## src/rtl/trace_pkg.sv

```systemverilog
// Shared types for the pipeline trace path: retirement record, shadow stage slot, limits.
// Record field widths are fixed here; the tagger's ID_W/CYC_W must match them.
package trace_pkg;

    localparam int unsigned TRACE_ID_W  = 8;
    localparam int unsigned TRACE_CYC_W = 16;

    localparam logic [3:0] STALL_CNT_MAX = 4'd15;
    localparam logic [7:0] DROP_CNT_MAX  = 8'd255;

    typedef struct packed {
        logic [TRACE_ID_W-1:0]  seq_id;
        logic [15:0]            pc;
        logic [15:0]            instr;
        logic [TRACE_CYC_W-1:0] fetch_cyc;
        logic [TRACE_CYC_W-1:0] wb_cyc;
        logic [3:0]             stall_cnt;
        logic                   flushed;
    } trace_rec_t;

    typedef struct packed {
        logic                   v;
        logic [TRACE_ID_W-1:0]  seq_id;
        logic [15:0]            pc;
        logic [15:0]            instr;
        logic [TRACE_CYC_W-1:0] fetch_cyc;
        logic [3:0]             stall_cnt;
    } stage_slot_t;

    function automatic trace_rec_t slot_to_rec(input stage_slot_t s,
                                               input logic [TRACE_CYC_W-1:0] wb_cyc,
                                               input logic flushed);
        trace_rec_t r;
        r.seq_id    = s.seq_id;
        r.pc        = s.pc;
        r.instr     = s.instr;
        r.fetch_cyc = s.fetch_cyc;
        r.wb_cyc    = wb_cyc;
        r.stall_cnt = s.stall_cnt;
        r.flushed   = flushed;
        return r;
    endfunction

endpackage

```

## src/rtl/trace_fifo.sv

```systemverilog
// First-word-fall-through record FIFO; a push while full is taken only if the same edge pops.
module trace_fifo #(
    parameter int unsigned Width = 8,
    parameter int unsigned Depth = 8
) (
    input  logic                     clk,
    input  logic                     rst_n,
    input  logic                     push_i,
    input  logic [Width-1:0]         push_data_i,
    input  logic                     pop_ready_i,
    output logic                     valid_o,
    output logic [Width-1:0]         head_o,
    output logic                     full_o,
    output logic [$clog2(Depth):0]   level_o
);
    localparam int unsigned PtrW = $clog2(Depth);

    logic [PtrW-1:0]  wr_ptr_q, wr_ptr_d;
    logic [PtrW-1:0]  rd_ptr_q, rd_ptr_d;
    logic [PtrW:0]    level_q, level_d;
    logic [Width-1:0] mem_q [Depth];
    logic             pop;
    logic             wr_en;

    always_comb begin
        valid_o  = level_q != '0;
        full_o   = level_q == (PtrW+1)'(Depth);
        pop      = valid_o && pop_ready_i;
        wr_en    = push_i && (!full_o || pop);
        wr_ptr_d = wr_en ? wr_ptr_q + PtrW'(1) : wr_ptr_q;
        rd_ptr_d = pop ? rd_ptr_q + PtrW'(1) : rd_ptr_q;
        level_d  = level_q;
        if (wr_en && !pop) begin
            level_d = level_q + (PtrW+1)'(1);
        end else if (!wr_en && pop) begin
            level_d = level_q - (PtrW+1)'(1);
        end
    end

    always_ff @(posedge clk or negedge rst_n) begin
        if (!rst_n) begin
            wr_ptr_q <= '0;
            rd_ptr_q <= '0;
            level_q  <= '0;
        end else begin
            wr_ptr_q <= wr_ptr_d;
            rd_ptr_q <= rd_ptr_d;
            level_q  <= level_d;
        end
    end

    // Storage needs no reset: contents are only observed while level is non-zero.
    always_ff @(posedge clk) begin
        if (wr_en) begin
            mem_q[wr_ptr_q] <= push_data_i;
        end
    end

    assign head_o  = mem_q[rd_ptr_q];
    assign level_o = level_q;

endmodule

```

## src/rtl/pipeline_trace_tagger.sv

```systemverilog
// Shadows the IF/ID/EX/MEM/WB pipeline and emits one trace record per retirement.
// Define TRACE_FLUSH_REC_EN to also emit a flushed=1 record for each squashed IF instruction.
module pipeline_trace_tagger
    import trace_pkg::*;
#(
    parameter int unsigned ID_W  = TRACE_ID_W,
    parameter int unsigned CYC_W = TRACE_CYC_W,
    parameter int unsigned DEPTH = 8
) (
    input  logic                     clk,
    input  logic                     rst_n,
    input  logic                     stall,
    input  logic                     flush,
    input  logic                     if_valid,
    input  logic [15:0]              if_pc,
    input  logic [15:0]              if_instr,
    output logic                     out_valid,
    input  logic                     out_ready,
    output trace_rec_t               out_rec,
    output logic [$clog2(DEPTH):0]   level,
    output logic [7:0]               drop_cnt,
    output logic                     overflow
);
    stage_slot_t      id_q, id_d, ex_q, ex_d, mem_q, mem_d, wb_q, wb_d;
    logic [ID_W-1:0]  seq_q, seq_d;
    logic [CYC_W-1:0] cyc_q, cyc_d;
    logic [7:0]       drop_cnt_q, drop_cnt_d;
    logic             overflow_q, overflow_d;

    logic       ret_push, fl_push, push, pop, full, accept, collide;
    trace_rec_t ret_rec, fl_rec, push_rec;
    logic [1:0] n_drop;
    logic [8:0] drop_sum;

`ifdef TRACE_FLUSH_REC_EN
    assign fl_push = !stall && flush && if_valid;
`else
    assign fl_push = 1'b0;
`endif

    always_comb begin
        id_d  = id_q;
        ex_d  = id_q;
        mem_d = ex_q;
        wb_d  = mem_q;
        seq_d = seq_q;
        cyc_d = cyc_q + CYC_W'(1);

        if (stall) begin
            // Stall wins over flush: ID keeps its instruction and accrues stall cycles.
            if (id_q.v && id_q.stall_cnt != STALL_CNT_MAX) begin
                id_d.stall_cnt = id_q.stall_cnt + 4'd1;
            end
            ex_d = '0;
        end else if (flush) begin
            id_d  = '0;
            seq_d = seq_q + ID_W'(fl_push);
        end else begin
            id_d.v         = if_valid;
            id_d.seq_id    = seq_q;
            id_d.pc        = if_pc;
            id_d.instr     = if_instr;
            id_d.fetch_cyc = cyc_q;
            id_d.stall_cnt = '0;
            seq_d          = seq_q + ID_W'(if_valid);
        end
    end

    always_comb begin
        ret_push = wb_q.v;
        ret_rec  = slot_to_rec(wb_q, cyc_q, 1'b0);

        fl_rec.seq_id    = seq_q;
        fl_rec.pc        = if_pc;
        fl_rec.instr     = if_instr;
        fl_rec.fetch_cyc = cyc_q;
        fl_rec.wb_cyc    = cyc_q;
        fl_rec.stall_cnt = '0;
        fl_rec.flushed   = 1'b1;

        // The FIFO takes one record per edge; a colliding flush record is lost.
        push     = ret_push || fl_push;
        push_rec = ret_push ? ret_rec : fl_rec;
        collide  = ret_push && fl_push;
        pop      = out_valid && out_ready;
        accept   = !full || pop;

        n_drop     = 2'(push && !accept) + 2'(collide);
        drop_sum   = {1'b0, drop_cnt_q} + 9'(n_drop);
        drop_cnt_d = (drop_sum > 9'(DROP_CNT_MAX)) ? DROP_CNT_MAX : drop_sum[7:0];
        overflow_d = overflow_q || (n_drop != 2'd0);
    end

    always_ff @(posedge clk or negedge rst_n) begin
        if (!rst_n) begin
            id_q       <= '0;
            ex_q       <= '0;
            mem_q      <= '0;
            wb_q       <= '0;
            seq_q      <= '0;
            cyc_q      <= '0;
            drop_cnt_q <= '0;
            overflow_q <= 1'b0;
        end else begin
            id_q       <= id_d;
            ex_q       <= ex_d;
            mem_q      <= mem_d;
            wb_q       <= wb_d;
            seq_q      <= seq_d;
            cyc_q      <= cyc_d;
            drop_cnt_q <= drop_cnt_d;
            overflow_q <= overflow_d;
        end
    end

    trace_fifo #(
        .Width ($bits(trace_rec_t)),
        .Depth (DEPTH)
    ) u_fifo (
        .clk         (clk),
        .rst_n       (rst_n),
        .push_i      (push),
        .push_data_i (push_rec),
        .pop_ready_i (out_ready),
        .valid_o     (out_valid),
        .head_o      (out_rec),
        .full_o      (full),
        .level_o     (level)
    );

    assign drop_cnt = drop_cnt_q;
    assign overflow = overflow_q;

endmodule

```

## config.mk

```make
export PLATFORM = sky130hd
export DESIGN_NAME = pipeline_trace_tagger
export DESIGN_NICKNAME = d
export VERILOG_FILES = /design/src/rtl/trace_pkg.sv /design/src/rtl/trace_fifo.sv /design/src/rtl/pipeline_trace_tagger.sv
export SDC_FILE = /design/constraint.sdc
export NUM_CORES = 1
export LEC_CHECK = 0
export BUFFER_PORTS_ARGS = -buffer_cell sky130_fd_sc_hd__buf_4
export CORE_UTILIZATION = 35
export DETAILED_ROUTE_END_ITERATION = 8
export GPL_ROUTABILITY_DRIVEN = 0
export HOLD_SLACK_MARGIN = 0.05
export SKIP_LAST_GASP = 1
export SLEW_MARGIN = 40
export SYNTH_ARGS = -nofsm -noshare
export SYNTH_HDL_FRONTEND = slang
export SYNTH_HIERARCHICAL = 1
export SYNTH_SLANG_ARGS = --single-unit
```

## constraint.sdc

```tcl
create_clock -name clk -period 23.6 [get_ports clk]
set_input_delay 2.36 -clock clk [delete_from_list [all_inputs] [get_ports clk]]
set_output_delay 2.36 -clock clk [all_outputs]
set_load 0.01 [all_outputs]
```

Yosys cells after proc, flatten, opt, wreduce, memory -nomap -nowiden
Memory sizes are Yosys's and may differ from the RTL's.
Index checks and enable logic that the tools add are counted.
W data, S select, Z words.
{ "totals": {"regBits": 287, "mem_bits_rw": 616, "in_bits": 38, "out_inout_bits": 91, "n_memories": 1} }
{ "classes": {"n_addsub": 8, "order_cmp": 1, "eq_ne": 3, "n_mux": 10, "n_bitwise": 2, "reduce_logical": 15} }
{ "mem_list": {"columns": ["name", "depth", "width", "rd", "rd_ports_with_merged_regs", "write_ports", "line", "rtl"], "rows": [
  ["u_fifo.mem_q", 8, 77, 1, 0, 1, "trace_fifo.sv:21", "logic [Width-1:0] mem_q [Depth];"]
]} }
{ "op_table": {"columns": ["cell", "count"], "rows": [
  ["$mux W61", 2],
  ["$mux W77", 1],
  ["$add A16 B1 Y16 const B", 1],
  ["$mux W4", 4],
  ["$add A8 B1 Y9", 1],
  ["$gt A9 B8 Y1 const B", 1],
  ["$add A4 B1 Y4 const B", 2],
  ["$add A8 B1 Y8", 1],
  ["$mux W8", 1],
  ["$add A3 B1 Y3 const B", 2],
  ["$logic_and A1 B1 Y1", 6],
  ["$eq A4 B4 Y1 const B", 1],
  ["$logic_not A1 Y1", 4],
  ["$ne A4 B4 Y1 const B", 1],
  ["$reduce_bool A4 Y1", 1],
  ["$sub A4 B1 Y4 const B", 1],
  ["$logic_or A1 B1 Y1", 2],
  ["$mux W1", 2],
  ["$ne A2 B1 Y1 const B", 1],
  ["$not A1 Y1", 2],
  ["$reduce_and A2 Y1", 1],
  ["$reduce_bool A2 Y1", 1]
]} }

Depth between registers and ports, before layout
Gate-level depths: netlist of the first run.
{ "depth": {"depth_word": 8, "mapped_depth": 9} }

By module
Netlist of the first run, hierarchy kept.
{ "modules_own_cells": {"columns": ["module", "instances", "cells_per_inst", "area_per_inst_um2", "seq_area_each_um2"], "rows": [
  ["trace_fifo", 1, 952, 24134.4, 18748.0],
  ["pipeline_trace_tagger", 1, 698, 9666.8, 6931.6]
]} }

Least setup slack after synthesis of the first run
No wires, ideal clock.
{ "synth_path": {"path_kind": "input-to-reg", "from": "in out_ready", "to": "mem u_fifo/mem_q[0][0] in the netlist's numbering (enable)", "arrival_ps": 9723, "setup_slack_ps": 13176, "stages": 2, "n_path_buf": 0, "path_cell_list": "o21ai_4 nor4_1"} }
{ "synth_between": {"elab_chain_cells": 5} }
{ "synth_lines": {"columns": ["element", "line", "rtl"], "rows": [
  ["start, declared", "pipeline_trace_tagger.sv:18", "input logic out_ready,"],
  ["$logic_and A1 B1 Y1", "trace_fifo.sv:28", "pop = valid_o && pop_ready_i;"],
  ["$logic_or A1 B1 Y1", "trace_fifo.sv:29", "wr_en = push_i && (!full_o || pop);"],
  ["$logic_and A1 B1 Y1", "trace_fifo.sv:29", null],
  ["$mux W1", "trace_fifo.sv:54", "if (wr_en) begin"],
  ["$mux W1 (not written as such)", "trace_fifo.sv:55", "mem_q[wr_ptr_q] <= push_data_i;"],
  ["end, declared", "trace_fifo.sv:21", null]
]} }
No other way between the ends.

==> impl_summary.txt, run 1 <==
----------------------------------------------------
[Die]
  Die width ... 313 um
  Number of placed I/O pins ... 129
  Die ar. ... 97,800 um^2
  Initial standard-cell utilization of the core ... 35.5%
  Number of rows created at floorplan ... 113
  Height of the die ... 313 um
  Std-Cell Core Area ... 95,300 um^2

[Clocking]
  Num CTS Buffers ... 94
  Clock tree from TritonCTS ... yes
  CTS resizes ... 0
  Clock network latency to the later pin of the worst-skew pair ... 670 ps
  Count of buffers added by post-CTS timing repair for setup ... 0
  Clock Sinks ... 903
  CTS hold repair buffers ... 0
  CTS max path bufs ... 3
  Clock-pin slew of the registers on the worst-case setup and hold paths ... 60 ps
  Depth of the CTS H-tree ... 3
  Clock root buffer master ... clkbuf_16

[Setup path]
  CP max FO ... 73
  Data arrival, critical path ... 3570 ps
  Sort of element at the end of the critical path ... output port
  Slowest-stage cell, CP ... dfrtp_4
  Type of the setup path with the least slack ... reg2out
  Family with the most delay on the worst path ... buffers and inverters
  CP Buf/Inv Count ... 3
  Req. time, crit path ... 21,240 ps
  Cell occurring most often along the worst timing path ... buf_6
  Worst Setup Start Kind ... register
  Cell chain of the critical path ... buf_6 > buf_6 > mux4_2 > mux2_2 > buf_4
  Delay of the slowest cell on the worst path ... 670 ps

[Pwr]
  Total chip power ... 4.21 mW
  Clk pwr share ... 34.1%
  Switching power as a share of total power ... 26.8%
  Pint ... 3.08 mW
  Combinational share of power ... 21.9%
  Sequential group share of total power ... 44.0%
  Sw Pwr ... 1.13 mW
  IR drop worst, VDD ... 0.0000628 V
  Power density over the cells ... 107 nW/um^2
  Leakage dissipation ... 14.4 nW

[GRT]
  First-pass GRT wire length ... 105,000 um
  Pin count of the biggest net entering global routing ... 112
  Initial antenna violation count ... 0
  Met3 routing resource usage after global routing ... 2.63%
  Via count of the first global-routing pass ... 16,600
  Met1 routing resource usage after global routing ... 19.0%
  Most Crowded Layer GR ... met2
  Remaining global-route overflow ... 0
  Global-route met2 utilization ... 24.1%
  GRT Overall Usage ... 14.4%

[Place]
  HPWL reported at the end of detailed placement ... 36,600 um
  Placed standard-cell area ... 36,200 um^2
  IO Port Bufs ... 128
  Cell Count Post-Placement ... 2,992
  Post-placement worst setup slack ... 18,020 ps

[Route]
  Initial drt markers ... 876
  Vias per inst ... 4.88
  Average wire per cell in the routed design ... 21.8 um
  Count of TritonRoute iterations in the first routing pass ... 5
  # DRC ... 0
  Total wire length ... 69,000 um
  Number of vias in the routed layout ... 15,500
  Post-detailed-route count of antenna-violating nets ... 0

[Synthesis]
  Synth cell types ... 51
  Mean cell area of the mapped netlist ... 20.5 um^2
  Count of yosys warnings during synthesis ... 6
  Cell Area, Synth ... 33,800 um^2
  Number of instances in the synthesized netlist ... 1,650
  Post-synthesis register bit count ... 903
  Sequential area share after synthesis ... 76.0%
  Number of nets in the synthesized netlist ... 1,700
  Dominant register cell in the synthesized netlist ... edfxtp_1
  Synth async-reset ratio ... 31.8%
  Number of enable-type register cells in the synthesized netlist ... 616

[Timing]
  Number of hold-slack violations in the final timing report ... 0
  Setup WS post-layout ... 17,670 ps
  Slew Viols, Final ... 0
  Highest clock frequency the design can meet ... 0.169 GHz
  Unrepaired setup endpoints after global routing ... no
  Period utilization ... 25.1%
  Worst-case headroom to the max-slew limit ... 45.5%
  Worst Hold Margin ... 333 ps
  Clock period minus final worst setup slack ... 5930 ps
  Transition time of the tightest slew-check pin ... 818 ps
  Fin Setup TNS ... 0 ps
  # setup viols final ... 0
  Maximum clock skew at final layout ... 39.0 ps

[Finish]
  Antenna diode count ... 0
  Commonest non-fill, non-tap cells in the layout ... edfxtp_1, dfrtp_1, mux2_2
  End-of-flow core utilization ... 41.3%
  Share of layout cells above drive strength 1 ... 26.9%
  Number of standard cells in the final layout excluding fillers ... 3,171
  Area growth from synthesis to layout ... 16.3%
  Nets@finish ... 1,874
  Area of all placed cells without fillers ... 39,300 um^2
  Leading cell type in the layout, fill and taps excluded ... edfxtp_1

[Min path]
  Min-delay worst type ... reg2reg

[Flow run]
  Max Cap Violations ... 0

[Outcome]
  Result of the run ... finished clean

----------------------------------------------------
[cell type report]
class,instances,area [um^2]
Clock buffer,127,2560
Clock inverter,51,493
Fill cell,8392,56000
Inverter,5,18.8
Multi-Input combinational cell,664,7700
Sequential cell,903,25700
Tap cell,1265,1580
Timing Repair Buffer,156,1280
[power by group through the flow]
stage	clock, mW	combinational (mW)	sequential, mW
after CTS	1.48	0.955	1.86
after global placement	0	0.929	1.89
after global routing	1.54	0.996	1.86
after floorplan	0	0.629	1.84
after detailed placement	0	0.951	1.89
final	1.44	0.922	1.85
[worst paths after layout]
| check | slack, ps | startpoint | endpoint | cells after the start |
|---|---|---|---|---|
| worst max-delay path | 17670 | u_fifo/rd_ptr_q[1]$_DFFE_PN0P_ | out_rec[71] | 5 |
| worst min-delay path | 330 | ex_q[5]$_DFF_PN0_ | mem_q[5]$_DFF_PN0_ | 0 |
| min in group asynchronous | 1570 | rst_n | ret_rec[49]$_DFF_PN0_ | 1 |
| max in group asynchronous | 19690 | rst_n | u_fifo/rd_ptr_q[1]$_DFFE_PN0P_ | 5 |
| worst min register to register | 330 | ex_q[5]$_DFF_PN0_ | mem_q[5]$_DFF_PN0_ | 0 |
| worst max register to register | 20270 | push$_DFF_PN0_ | u_fifo/mem_q[1][42]$_DFFE_PP_ | 4 |
[cells in the mapped netlist, types with 3 or more instances]
cell	instances	area, um^2
and3_1	8	50.1
edfxtp_1	616	18500
o211ai_1	4	30.0
inv_1	5	18.8
buf_6	17	191
nand2b_1	57	357
mux4_2	59	1330
and2_1	5	31.3
dfrtp_1	287	7180
mux2_2	138	1550
xnor2_1	22	193
and4_1	3	26.3
nor3_1	5	25.0
nand3_1	17	85.1
mux4_1	95	2500
ha_1	11	138
a21oi_1	7	35.0
nor2_1	7	26.3
clkbuf_1	33	124
xor2_1	5	43.8
nand2_1	70	263
buf_1	7	26.3
buf_2	20	100
nor2b_1	61	382
o21ai_0	57	285
[flip-flops by register name, summed over array words and instances (netlist names)]
signal	flops
u_fifo/mem_q	616
ex_q	61
id_q	61
mem_q	61
ret_rec	60
cyc_q	16
drop_cnt	8
seq_q	8
u_fifo/level_o	4
u_fifo/rd_ptr_q	3
u_fifo/wr_ptr_q	3
overflow	1
push	1
[worst register-to-register path, stage by stage, from the launching register on]
cell,delay [ps]
dfrtp_4,910
o211ai_1,530
nor3_2,270
buf_4,590
buf_6,610
[metal layers]
metal | wire length [um] | share of wire (%)
met2 | 34800 | 50
met4 | 1400 | 2.0
met1 | 30400 | 44
met3 | 2420 | 3.5
met5 | 0 | 0
[cells by family after synthesis]
family	synth area share, %
AND/OR/NAND/NOR	4.12
adder cells (fa/ha/maj)	0.466
buffers and inverters	1.38
multiplexers	16.0
AO/OA/AOI/OAI	1.30
XOR/XNOR	0.748
flip-flops	76.0
Note: power is estimated with default switching activity, not from simulation.
==> run 2: changes to the inputs <==
--- a/config.mk
+++ b/config.mk
@@ -5,6 +5,7 @@
 export SDC_FILE = /design/constraint.sdc
 export NUM_CORES = 1
 export LEC_CHECK = 0
+export ABC_AREA = 1
 export BUFFER_PORTS_ARGS = -buffer_cell sky130_fd_sc_hd__buf_4
 export CORE_UTILIZATION = 35
 export DETAILED_ROUTE_END_ITERATION = 8
==> constraint.sdc (replaced) <==
create_clock -name clk -period 5.8 [get_ports clk]
set_input_delay 0.58 -clock clk [delete_from_list [all_inputs] [get_ports clk]]
set_output_delay 0.58 -clock clk [all_outputs]
set_load 0.01 [all_outputs]
==> impl_summary.txt, run 2 <==
----------------------------------------------------
[GRT]
  Initial antenna violation count ... 0 (unchanged)
  First-pass GRT wire length ... 124,000 um (+18%)
  Via count of the first global-routing pass ... 21,400 (+29%)
  GRT Overall Usage ... 15.2% (+0.83 points)
  Remaining global-route overflow ... 0 (unchanged)
  Pin count of the biggest net entering global routing ... 146 (+30%)

[Synthesis]
  Number of nets in the synthesized netlist ... 3,634 (+110%)
  Number of enable-type register cells in the synthesized netlist ... 616 (unchanged)
  Sequential area share after synthesis ... 70.1% (-5.9 points)
  Cell Area, Synth ... 36,600 um^2 (+8.3%)
  Count of yosys warnings during synthesis ... 6 (unchanged)
  Dominant register cell in the synthesized netlist ... edfxtp_1
  Number of instances in the synthesized netlist ... 3,584 (+120%)
  Synth async-reset ratio ... 31.8% (unchanged)
  Area share of the leading cell type in the synthesized netlist ... 50.5% (-4.2 points)
  Mean cell area of the mapped netlist ... 10.2 um^2 (-50%)
  Synth cell types ... 31 (-39%)
  Cell taking the most area after synthesis ... edfxtp_1
  Ranking of synthesized cells by instance count ... nand2_1, nor2_1, edfxtp_1
  Synth area leaders ... edfxtp_1, dfrtp_1, nand2_1, nor2_1, inv_1
  Post-synthesis register bit count ... 903 (unchanged)
  Dominant cell by count in the synthesized netlist ... nand2_1

[Clocking]
  Clock-pin slew of the registers on the worst-case setup and hold paths ... 60 ps (about the same)
  CTS max path bufs ... 3 (unchanged)
  Clock tree from TritonCTS ... yes
  CTS hold repair buffers ... 1 (+1)
  Clock Sinks ... 903 (unchanged)
  Clock network latency to the later pin of the worst-skew pair ... 660 ps (about the same)
  CTS resizes ... 0 (unchanged)
  Clock root buffer master ... clkbuf_16
  Count of buffers added by post-CTS timing repair for setup ... 0 (unchanged)
  Depth of the CTS H-tree ... 3 (unchanged)
  Num CTS Buffers ... 93 (-1.1%)

[Finish]
  Share of layout cells above drive strength 1 ... 8.92% (-18 points)
  Leading cell type in the layout, fill and taps excluded ... nand2_1
  Register name with the most flops ... u_fifo/mem_q
  Commonest non-fill, non-tap cells in the layout ... nand2_1, nor2_1, edfxtp_1
  Nets@finish ... 3,747 (+100%)
  Antenna diode count ... 0 (unchanged)
  Flip-flop count of the largest register, all copies and words added ... 616 (unchanged)
  Area of all placed cells without fillers ... 42,000 um^2 (+6.7%)
  Area growth from synthesis to layout ... 14.6%

[Timing]
  Fin Setup TNS ... 0 ps (unchanged)
  Clock period minus final worst setup slack ... 3820 ps
  Number of hold-slack violations in the final timing report ... 0 (unchanged)
  Transition time of the tightest slew-check pin ... 928 ps (+110 ps)
  Period utilization ... 65.8%
  Maximum clock skew at final layout ... 31.5 ps (-7.48 ps)
  Unrepaired setup endpoints after global routing ... no
  # setup viols final ... 0 (unchanged)
  Highest clock frequency the design can meet ... 0.262 GHz
  Worst-case headroom to the max-slew limit ... 38.1% (-7.4 points)
  Slew Viols, Final ... 0 (unchanged)

[Route]
  Count of TritonRoute iterations in the first routing pass ... 5 (unchanged)
  Average wire per cell in the routed design ... 15.6 um (-28%)
  Total wire length ... 80,600 um (+17%)
  Number of vias in the routed layout ... 22,500 (+46%)
  Initial drt markers ... 1,525 (+74%)
  # DRC ... 0 (unchanged)
  Post-detailed-route count of antenna-violating nets ... 0 (unchanged)
  Vias per inst ... 4.36 (-11%)

[Flow run]
  Max Cap Violations ... 0 (unchanged)

[Place]
  HPWL reported at the end of detailed placement ... 44,100 um (+21%)
  Placed standard-cell area ... 38,900 um^2 (+7.5%)
  IO Port Bufs ... 128 (unchanged)

[Die]
  Die ar. ... 106,000 um^2 (+8.3%)
  Number of rows created at floorplan ... 118 (+4.4%)
  Std-Cell Core Area ... 104,000 um^2 (+8.8%)
  Initial standard-cell utilization of the core ... 35.3% (-0.14 points)
  Height of the die ... 325 um (+4.1%)
  Die width ... 325 um (+4.1%)
  Number of placed I/O pins ... 129 (unchanged)

[Pwr]
  IR drop worst, VDD ... 0.000287 V (+360%)
  Total chip power ... 18.7 mW (+340%)
  Leakage dissipation ... 18.6 nW (+29%)
  Power density over the cells ... 446 nW/um^2 (+320%)

[Setup path]
  Type of the setup path with the least slack ... reg2out
  Worst Setup Start Kind ... register
  Req. time, crit path ... 5220 ps (-16,020 ps)
  Register-to-Register Path Depth ... 5 (+1)
  CP max FO ... 90 (+23%)
  Data arrival, critical path ... 3240 ps (-330 ps)
  Sort of element at the end of the critical path ... output port

[Min path]
  Min-delay worst type ... in2reg
  Worst hold path stage count ... 3 (+3)

[Outcome]
  Result of the run ... finished clean

----------------------------------------------------
-- run 2: cell types whose count changed after synthesis, moves of 59 or more --
cell     previous run  this run
nand2_1            70      1156
mux4_2             59         0
nor2b_1            61         0
nor2_1              7       709
mux2_2            138         0
inv_1               5       458
mux4_1             95         0
-- run 2: report_power, final --
group	leakage, nW	total, mW	internal, mW	switching, mW
Combinational	7.76	5.40	1.87	3.53
Sequential	9.40	7.55	7.23	0.315
Clock	1.48	5.77	3.28	2.49
-- run 2: worst max-delay path, cell delays in order, from the launching register on --
cell and delay, ps:
dfrtp_4 750, inv_6 610, buf_12 500, nor2_1 110
nand2_1 80, nand2_1 50, nand2_1 50, nand2_1 180
buf_4 200
-- run 2: cells by family after synthesis --
| family | after synthesis | share of synthesized area [%] |
|---|---|---|
| adder cells (fa/ha/maj) | 12 | 0.430 |
| XOR/XNOR | 17 | 0.407 |
| flip-flops | 903 | 70.1 |
| AND/OR/NAND/NOR | 1909 | 19.9 |
| AO/OA/AOI/OAI | 131 | 1.98 |
| buffers and inverters | 612 | 7.20 |
-- run 2: area by class of cell --
class / instances / area (um^2)
clock inverters: 56 / 430
clock buffers: 120 / 2560
well taps: 1380 / 1730
multi-input cells: 2069 / 8370
inverters: 461 / 1740
flip-flops and latches: 903 / 25700
repair buffers: 169 / 1450
fillers: 9903 / 61700
-- run 2: worst paths after layout --
path	endpoint	slack, ps	start
min in group asynchronous	ret_rec[54]$_DFF_PN0_	450	rst_n
worst max register to register	u_fifo/mem_q[0][23]$_DFFE_PP_	2790	u_fifo/level_o[0]$_DFFE_PN0P_
max in group asynchronous	id_q[53]$_DFFE_PN0N_	4480	rst_n
worst min-delay path	id_q[60]$_DFFE_PN0N_	160	if_valid
worst max-delay path	out_rec[29]	1980	u_fifo/rd_ptr_q[1]$_DFFE_PN0P_
worst min register to register	mem_q[36]$_DFF_PN0_	340	ex_q[36]$_DFF_PN0_
-- run 2: metrics by stage --
stage | setup slack, ps | util [%] | hold slack, ps | std cells
5_1_grt | 1770 | 40.5 | 160 | 5158
6_report | 1980 | 40.5 | 163 | 5158
3_3_place_gp | 2420 | 37.5 | 331 | 4977
2_1_floorplan | 1140 | - | 284 | 3584
3_5_place_dp | 2580 | 37.6 | 335 | 4980
4_1_cts | 1860 | 40.5 | 138 | 5157
-- run 2: per-layer routing --
layer | part of all wire, % | vias to the layer above | GRT usage, %
li1 | - | 11400 | -
met1 | 46 | 10700 | 20.4
met2 | 48 | 334 | 25.3
met3 | 3.9 | 98 | 2.43
met4 | 2.0 | 0 | 4.25
met5 | 0 | - | 0
==> run 3: changes to the inputs <==
--- a/config.mk
+++ b/config.mk
@@ -5,7 +5,7 @@
 export SDC_FILE = /design/constraint.sdc
 export NUM_CORES = 1
 export LEC_CHECK = 0
-export ABC_AREA = 1
+export ABC_AREA = 0
 export BUFFER_PORTS_ARGS = -buffer_cell sky130_fd_sc_hd__buf_4
 export CORE_UTILIZATION = 35
 export DETAILED_ROUTE_END_ITERATION = 8
==> constraint.sdc (replaced) <==
create_clock -name clk -period 3.7 [get_ports clk]
set_input_delay 0.37 -clock clk [delete_from_list [all_inputs] [get_ports clk]]
set_output_delay 0.37 -clock clk [all_outputs]
set_load 0.01 [all_outputs]
==> impl_summary.txt, run 3 (synthesized netlist as in run 1, its figures left out) <==
----------------------------------------------------
[Clocking]
  CTS max path bufs ... 3 (unchanged)
  Clock Sinks ... 903 (unchanged)
  Depth of the CTS H-tree ... 3 (unchanged)
  Count of buffers added by post-CTS timing repair for setup ... 0 (unchanged)
  CTS hold repair buffers ... 35 (+34)
  Clock network latency to the later pin of the worst-skew pair ... 650 ps (about the same)
  CTS resizes ... 0 (unchanged)
  Clock root buffer master ... clkbuf_16
  Clock-pin slew of the registers on the worst-case setup and hold paths ... 60 ps (about the same)
  Num CTS Buffers ... 92 (-1.1%)
  Clock tree from TritonCTS ... yes

[Place]
  Cell Count Post-Placement ... 2,999 (-40%)
  HPWL reported at the end of detailed placement ... 36,300 um (-18%)
  IO Port Bufs ... 128 (unchanged)

[Setup path]
  Worst flop-to-flop path endpoint ... u_fifo/level_o[3]$_DFFE_PN0P_
  Sort of element at the end of the critical path ... register
  CP max FO ... 7 (-92%)
  Data arrival, critical path ... 3720 ps (+480 ps)
  R2R Setup Slk ... 500 ps (-2290 ps)
  Worst Setup Start Kind ... register
  Type of the setup path with the least slack ... reg2reg
  Req. time, crit path ... 4230 ps (-990 ps)
  Worst flop-to-flop path startpoint ... u_fifo/level_o[0]$_DFFE_PN0P_
  Endpoint of the worst setup timing path ... u_fifo/level_o[3]$_DFFE_PN0P_
  Origin of the worst setup path ... u_fifo/level_o[0]$_DFFE_PN0P_
  Register-to-Register Path Depth ... 9 (+4)

[GRT]
  GRT Overall Usage ... 14.0% (-1.2 points)
  Initial antenna violation count ... 1 (+1)
  Via count of the first global-routing pass ... 16,700 (-22%)
  Pin count of the biggest net entering global routing ... 96 (-34%)
  Remaining global-route overflow ... 0 (unchanged)
  First-pass GRT wire length ... 103,000 um (-17%)

[Finish]
  End-of-flow core utilization ... 42.0% (+1.5 points)
  Share of layout cells above drive strength 1 ... 27.1% (+18 points)
  Leading cell type in the layout, fill and taps excluded ... edfxtp_1
  Commonest non-fill, non-tap cells in the layout ... edfxtp_1, dfrtp_1, mux2_2, buf_4, clkbuf_16
  Number of standard cells in the final layout excluding fillers ... 3,211 (-38%)
  Register name with the most flops ... u_fifo/mem_q
  Area growth from synthesis to layout ... 18.4%
  Nets@finish ... 1,915 (-49%)
  Flip-flop count of the largest register, all copies and words added ... 616 (unchanged)

[Min path]
  Min-delay worst type ... in2reg

[Route]
  # DRC ... 0 (unchanged)
  Vias per inst ... 4.82 (+10%)
  Number of vias in the routed layout ... 15,500 (-31%)
  Total wire length ... 67,700 um (-16%)
  Post-detailed-route count of antenna-violating nets ... 0 (unchanged)
  Initial drt markers ... 912 (-40%)
  Average wire per cell in the routed design ... 21.1 um (+35%)
  Count of TritonRoute iterations in the first routing pass ... 4 (-1)

[Timing]
  Unrepaired setup endpoints after global routing ... no
  Worst-case headroom to the max-slew limit ... 46.6% (+8.5 points)
  Slew Viols, Final ... 0 (unchanged)
  # setup viols final ... 0 (unchanged)
  Clock period minus final worst setup slack ... 3200 ps
  Fin Setup TNS ... 0 ps (unchanged)
  Number of hold-slack violations in the final timing report ... 0 (unchanged)
  Transition time of the tightest slew-check pin ... 801 ps (-127 ps)
  Highest clock frequency the design can meet ... 0.313 GHz
  Maximum clock skew at final layout ... 24.2 ps (-7.27 ps)
  Period utilization ... 86.4%

[Die]
  Initial standard-cell utilization of the core ... 35.5% (+0.14 points)
  Number of rows created at floorplan ... 113 (-4.2%)
  Die ar. ... 97,800 um^2 (-7.7%)
  Number of placed I/O pins ... 129 (unchanged)
  Std-Cell Core Area ... 95,300 um^2 (-8.1%)
  Height of the die ... 313 um (-3.9%)
  Die width ... 313 um (-3.9%)

[Flow run]
  Max Cap Violations ... 0 (unchanged)

[Outcome]
  Result of the run ... finished clean

[Pwr]
  IR drop worst, VDD ... 0.000556 V (+94%)
  Power density over the cells ... 682 nW/um^2 (+53%)
  Total chip power ... 27.3 mW (+46%)
  Leakage dissipation ... 14.7 nW (-21%)

----------------------------------------------------
[run 3: how the worst min path moves through the flow]
| stage | endpoint | cells after the start | startpoint | slack (ps) |
|---|---|---|---|---|
| 2_1_floorplan | cyc_q[0]$_DFF_PN0_ | 0 | rst_n | 70 |
| 3_3_place_gp | mem_q[12]$_DFF_PN0_ | 0 | ex_q[12]$_DFF_PN0_ | 330 |
| 3_5_place_dp | mem_q[0]$_DFF_PN0_ | 0 | ex_q[0]$_DFF_PN0_ | 330 |
| 4_1_cts | ex_q[49]$_DFF_PN0_ | 2 | stall | 170 |
| 5_1_grt | ex_q[49]$_DFF_PN0_ | 2 | stall | 190 |
| 6_report | ex_q[49]$_DFF_PN0_ | 2 | stall | 170 |
[run 3: worst max-delay path: stages (launching register included)]
cell,delay [ps]
dfrtp_1,470
or4b_4,610
o21ai_4,370
inv_1,90
ha_1,270
inv_1,160
ha_1,310
or4_1,550
o211ai_1,120
o211ai_1,110
[run 3: area by class of cell]
cell class / instances / area, um^2
diodes: 1 / 2.50
clock buffers: 133 / 2680
clock inverters: 41 / 477
fillers: 8372 / 55300
inverters: 5 / 18.8
multi-input cells: 664 / 7740
flip-flops and latches: 903 / 25700
well taps: 1265 / 1580
repair buffers: 199 / 1840
[run 3: report_power, final]
group          switching, mW  internal, mW
Sequential             0.360          11.3
Clock                   3.86          5.58
Combinational           3.00          3.19
Total                   7.22          20.1
[run 3: through the flow]
stage | setup WS [ps] | area [um^2] | hold slack (ps)
5_1_grt | 360 | 40000 | 193
3_3_place_gp | 584 | 36500 | 331
2_1_floorplan | -922 | 33800 | 74.4
6_report | 502 | 40000 | 165
4_1_cts | 513 | 40000 | 173
3_5_place_dp | 523 | 36500 | 335
[run 3: per-layer routing]
layer | part of all wire, % | track usage (%)
met5 | 0 | 0
met4 | 1.7 | 3.95
met3 | 3.1 | 2.19
met2 | 52 | 24.7
met1 | 43 | 17.9
